**src/rtl/half_adder_a_pkg.sv**
```systemverilog
// Shared defaults and helpers for the half_adder_a block.
`timescale 1ns/1ps
package half_adder_a_pkg;

  localparam int DEFAULT_WIDTH = 1;
  localparam int DEFAULT_CNT_W = 16;

  // All-ones value of a cnt_w-bit counter, i.e. its saturation point.
  function automatic longint unsigned CNT_MAX(input int cnt_w);
    return (64'd1 << cnt_w) - 64'd1;
  endfunction

endpackage

```
**src/rtl/half_adder_a_cell.sv**
```systemverilog
// Single-lane half adder: s = a ^ b, c = a & b.
// Purely combinational, zero latency, no backpressure.
`timescale 1ns/1ps
module half_adder_cell (
  input  logic a,
  input  logic b,
  output logic s,
  output logic c
);

  assign s = a ^ b;
  assign c = a & b;

endmodule

```
**src/rtl/half_adder_a.sv**
```systemverilog
// WIDTH-lane half adder with combinational outputs plus a 1-cycle registered copy and valid.
// Macro HALF_ADDER_A_STATS_EN adds a saturating carry-event counter (carry_cnt).
`timescale 1ns/1ps
module half_adder_a
  import half_adder_a_pkg::*;
#(
  parameter int WIDTH = DEFAULT_WIDTH,
  parameter int CNT_W = DEFAULT_CNT_W
) (
  input  logic [WIDTH-1:0] a,
  input  logic [WIDTH-1:0] b,
  output logic [WIDTH-1:0] y1,
  output logic [WIDTH-1:0] y2,
  input  logic             clk,
  input  logic             rst,
  input  logic             v_in,
  output logic [WIDTH-1:0] y1_q,
  output logic [WIDTH-1:0] y2_q,
  output logic             v_q
`ifdef HALF_ADDER_A_STATS_EN
  ,
  output logic [CNT_W-1:0] carry_cnt
`endif
);

  if (WIDTH < 1 || CNT_W < 1) begin : g_bad_param
    $error("half_adder_a: WIDTH and CNT_W must both be >= 1");
  end

  for (genvar i = 0; i < WIDTH; i++) begin : g_lane
    half_adder_cell u_cell (
      .a (a[i]),
      .b (b[i]),
      .s (y1[i]),
      .c (y2[i])
    );
  end

  // Data holds when v_in is low; only the valid bit follows v_in every cycle.
  always_ff @(posedge clk) begin
    if (rst) begin
      y1_q <= '0;
      y2_q <= '0;
      v_q  <= 1'b0;
    end else begin
      v_q <= v_in;
      if (v_in) begin
        y1_q <= y1;
        y2_q <= y2;
      end
    end
  end

`ifdef HALF_ADDER_A_STATS_EN
  localparam logic [CNT_W-1:0] CNT_SAT = CNT_W'(CNT_MAX(CNT_W));

  always_ff @(posedge clk) begin
    if (rst) begin
      carry_cnt <= '0;
    end else if (v_in && (|y2) && (carry_cnt != CNT_SAT)) begin
      carry_cnt <= carry_cnt + 1'b1;
    end
  end
`endif

endmodule

```
**config.mk**
```make
export PLATFORM = sky130hd
export DESIGN_NAME = half_adder_a
export DESIGN_NICKNAME = d
export VERILOG_FILES = /design/src/rtl/half_adder_a_pkg.sv /design/src/rtl/half_adder_a_cell.sv /design/src/rtl/half_adder_a.sv
export SDC_FILE = /design/constraint.sdc
export NUM_CORES = 1
export LEC_CHECK = 0
export ABC_CLOCK_PERIOD_IN_PS = 800
export CAP_MARGIN = 15
export CORE_AREA = 3 3 40 42
export DETAILED_ROUTE_END_ITERATION = 7
export DIE_AREA = 0 0 43 45
export PLACE_DENSITY = 0.39
export SYNTH_ARGS = -nofsm -noshare
export SYNTH_HDL_FRONTEND = slang
export SYNTH_SLANG_ARGS = --single-unit
```
**constraint.sdc**
```tcl
create_clock -name clk -period 0.8 [get_ports clk]
set_clock_uncertainty 0.05 [all_clocks]
set_input_delay 0.12 -clock clk [delete_from_list [all_inputs] [get_ports clk]]
set_output_delay 0.12 -clock clk [all_outputs]
set_load 0.01 [all_outputs]
```
# Word-level counts from Yosys, hierarchy flattened
# Index checks and enable logic that the tools add are counted.
[op_classes] bitwise_logic=2
[ops] op="$and A1 B1 Y1" count=1
[ops] op="$xor A1 B1 Y1" count=1
[totals] output_inout_bits=5 register_bits=3 in_bits=5 elab_cells=5

# Logic depth before layout (Yosys ltp)
# Gate-level depths: netlist of run 1.
[logic_depth] word_depth=1 ltp_mapped=3 ltp_nobuf=3

# Hierarchy
# A second synthesis of run 1 with hierarchy kept.
[hier_totals] hier_cells=9 area_unflattened_um2=106.4
[by_module_without_submodules] mod="half_adder_a" instances=1 seq_area_each_um2=60.1 area_per_inst_um2=93.8 cells_each=8
[by_module_without_submodules] mod="half_adder_cell" instances=1 seq_area_each_um2=0.0 area_per_inst_um2=12.5 cells_each=1

# Least setup slack after synthesis of run 1
# Ideal clock, no wire load.
[synth_path] path_kind="in2reg" start="in a" end="reg y1_q" n_path_buf=0 setup_ns=0.114 required_ns=0.636 t_arrival_ns=0.623 path_stages=3 slack_ns=0.012 cell_sequence="ha_1 mux2i_1 nor2_1"
[synth_via] elab_chain_cells=1
[synth_rtl] item="start, declared" line_no="half_adder_a.sv:10" rtl="input logic [WIDTH-1:0] a,"
[synth_rtl] item="$xor A1 B1 Y1" line_no="half_adder_a_cell.sv:11" rtl="assign s = a ^ b;"
[synth_rtl] item="end signal, assigned" line_no="half_adder_a.sv:48" rtl="y1_q <= y1;"
[synth_rtl] item="end, declared" line_no="half_adder_a.sv:17" rtl="output logic [WIDTH-1:0] y1_q,"
# No other way between the ends.
# A chain may end at the register's enable or synchronous reset.

# Worst setup path after layout of run 1
[layout_path] start="reg y1_q" end="out y1_q"
# No word-level cell between the ends.

==> results of run 1 <==
==> metal layers <==
layer / GRT usage (%) / vias up / part of all wire (%)
li1: - / 55 / -
met1: 5.05 / 51 / 49
met2: 5.09 / 9 / 34
met3: 5.98 / 0 / 17
met4: 5.42 / 0 / 0
met5: 0 / - / 0
==> power by group <==
part	internal (uW)	switching (uW)
Combinational	49.0	32.2
Sequential	160	5.39
Clock	187	81.5
==> final timing paths <==
check	cells after the start	endpoint	start	slack, ns
min	4	y2_q$_SDFFE_PP0P_	a	0.23
max reg2reg	2	y1_q$_SDFFE_PP0P_	y1_q$_SDFFE_PP0P_	0.15
min reg2reg	2	y2_q$_SDFFE_PP0P_	y2_q$_SDFFE_PP0P_	0.45
max	1	y1_q	y1_q$_SDFFE_PP0P_	-0.04
==> repair_timing <==
action                                  4_1_cts  5_1_grt
gates resized for setup                      36        0
pin swaps                                     1        0
endpoints found under the setup margin        7        3
gates cloned                                  0        0
==> placed cells by master (no fill, tap or decap) <==
master | netlist | layout
sky130_fd_sc_hd__clkbuf_4 | 0 | 3
sky130_fd_sc_hd__nor2b_1 | 1 | 1
sky130_fd_sc_hd__mux2i_1 | 2 | 2
sky130_fd_sc_hd__dlygate4sd2_1 | 0 | 1
sky130_fd_sc_hd__buf_2 | 0 | 4
sky130_fd_sc_hd__dfxtp_1 | 3 | 1
sky130_fd_sc_hd__clkbuf_1 | 0 | 1
sky130_fd_sc_hd__nor2_1 | 2 | 2
sky130_fd_sc_hd__clkdlybuf4s50_1 | 0 | 1
sky130_fd_sc_hd__ha_4 | 0 | 1
sky130_fd_sc_hd__buf_6 | 0 | 3
sky130_fd_sc_hd__dfxtp_2 | 0 | 2
==> logic make-up after synthesis <==
family,count (synthesis)
flops,3
mux,2
fa+ha+maj,1
simple gates,3
==> through the flow <==
step / area, um2 / total power, uW
floorplan: 106 / 191
global placement: 215 / 248
detailed placement: 215 / 249
CTS: 239 / 534
global route: 239 / 557
finish: 239 / 516
==> final cells by class <==
class	count	area, um2
fill	155	1050
timing repair buffer	9	72.6
sequential	3	62.6
multi-input combinational	6	58.8
clock buffer	4	26.3
tap	15	18.8
==> state kept, by name, summed over array words and instances (netlist names) <==
register and count:
y1_q 1, y2_q 1, v_q 1
==> results.md, run 1 <==
Run status:
- The flow ran to the end, but the final reports show violations.
- The final reports fail on setup timing.

Die:
- In this run the horizontal extent of the chip is 43 um.
- The die covers 1940 um2.
- The number of top-level pins is 10.
- The placeable core region is 1280 um2.
- In this run the vertical extent of the chip is 45 um.
- The starting density of the core is 8.28%.
- The number of placement rows is 13.

Yosys:
- The library cell with the highest instance count after synthesis is sky130_fd_sc_hd__dfxtp_1.
- The proportion of netlist area held by the largest area contributor is 56.5%.
- The unique cell type count in the Yosys netlist is 5.
- Multiplexer cells account for 18.8% of the synthesized area.
- In the synthesized netlist, the cells that appear most often are sky130_fd_sc_hd__dfxtp_1 (3), sky130_fd_sc_hd__mux2i_1 (2), sky130_fd_sc_hd__nor2_1 (2), sky130_fd_sc_hd__ha_1 (1), sky130_fd_sc_hd__nor2b_1 (1).
- The synthesized area is 106 um2.
- The synthesized design contains 3 register bits.
- The synthesized area per cell is 11.8 um2.
- The cell type contributing the most total cell area after synthesis is sky130_fd_sc_hd__dfxtp_1.
- Of the synthesized area, sequential elements account for 56.5%.
- In this run, synthesis inferred 0 flip-flops with an integrated enable.
- Sorting the synthesized cells by area gives the leading types as sky130_fd_sc_hd__dfxtp_1 (56%), sky130_fd_sc_hd__mux2i_1 (19%), sky130_fd_sc_hd__ha_1 (12%).
- The number of instances in the synthesized netlist is 9.
- After synthesis, the largest family of logic cells by area is multiplexers.
- The post-synthesis net count is 15.
- The area fraction in and, or, nand and nor cells after synthesis is 12.9%.
- Summing the areas of all xor and xnor instances in the mapped netlist gives 0% of the synthesized area.
- In the synthesized netlist the dominant register cell turns out to be sky130_fd_sc_hd__dfxtp_1.
- After synthesis, the share of flip-flops with an asynchronous set or reset is 0%.
- The synthesized netlist devotes 0% of its cell area to compound gates.
- The post-synthesis share of cell area spent on full adders, half adders and majority gates is 11.8%.
- The Yosys warning count is 0.

Clock network:
- The CTS root buffer is sky130_fd_sc_hd__clkbuf_4.
- The H-tree depth is 1.
- The clock slew seen by the registers of the worst setup and hold paths is 0.04 ns.
- Post-CTS timing repair inserted 0 buffers for setup.
- CTS saw 3 sinks.
- The number of hold buffers added after CTS was 0.
- The number of buffers created by CTS is 3.
- Clock latency on the worst-skew pair, taken at its later pin, is 0.23 ns.
- The clock passes through at most 2 buffers.
- TritonCTS built the clock tree.

Place:
- The routability congestion estimate from global placement is 0.664.
- The pre-CTS worst setup slack is -0.741 ns.
- After detailed placement, the design holds a cell count of 33.
- The count of port buffers added during placement is 9.

Finish:
- The count of antenna diodes in the layout is 0.
- For this run, the share of the core covered by cells in the final layout is 18.6%.
- Compared with the post-synthesis result, the final layout area differs by 125%.
- The non-filler instance count after layout is 37.
- The post-route netlist has 59.1% of its cells at a drive strength greater than 1.
- The final layout contains 29 nets.

Worst hold path:
- The worst hold path class is in -> reg.

Timing:
- The setup total negative slack is -0.0923 ns.
- The number of endpoints failing setup at the final stage is 3.
- The minimum clock period after layout is 0.841 ns.
- The measured slew at the worst slew-check pin is 0.118 ns.
- The worst path uses 105% of the clock period.
- Setup repair after global routing could not meet its margin everywhere.
- The final-report hold violation count is 0.
- Final hold analysis gives a worst-case slack of 0.230 ns.
- The timing-limited maximum frequency is 1.19 GHz.
- In this run the tightest slew margin relative to its limit is 91.9%.
- The max-slew violation count was 0.
- Once routing completed, OpenROAD measured the worst setup slack at -0.0412 ns.

Global routing:
- For this run, the total global-route usage over all layers was measured as 5.16%.
- The maximum number of pins on one net before global-route repair is 4.
- The via count of the first global-routing pass is 134.
- The initial antenna violation count is 0.
- The first-pass GRT wire length is 607 um.
- Summed over all layers, the global routing overflow is 0.

Worst setup path:
- The slowest stage of the critical path belongs to the cell sky130_fd_sc_hd__dfxtp_2.
- In this design, the largest share of critical-path delay is due to flip-flops.
- The required time of the critical path is 0.63 ns.
- The maximum fanout along the worst path is 2.
- The largest incremental delay on the critical path is 0.32 ns.
- The buffer and inverter count on the worst path is 1.
- The kind of capture point of the worst setup path is an output port.
- The signal on the critical path passes through buf_6.
- STA classifies the critical path startpoint as a flop.
- For the worst setup path, the data arrival time is 0.67 ns.
- The type of the worst setup path is reg -> out.

Route:
- The pre-antenna-repair detailed-routing pass consisted of 2 iterations.
- After detailed routing, the total wire length is 344 um.
- The total DRC errors in the routed layout is 0.
- The initial DRC count is 1.
- The post-detailed-route wirelength per cell is 9.30 um.
- In this run the remaining antenna-violating nets after routing total 0.
- The total number of vias is 115.
- Dividing the detail-routed via count by the number of cells gives 3.11.

Power:
- IR analysis of the VDD net gives a maximum drop of 0.515 mV.
- Dividing total power by cell area gives a power density of 2160 nW/um2.
- In this run the static leakage power is 0.000111 uW.

Job:
- Max-cap violations in this run came to 0.
(Power assumes the default switching activity.)
==> run 2, diff against run 1 <==
Settings changed: ABC_CLOCK_PERIOD_IN_PS 800 to unset.
==> results of run 2 <==
Same layout as run 1: the final DEF is identical, and so are final timing and power.
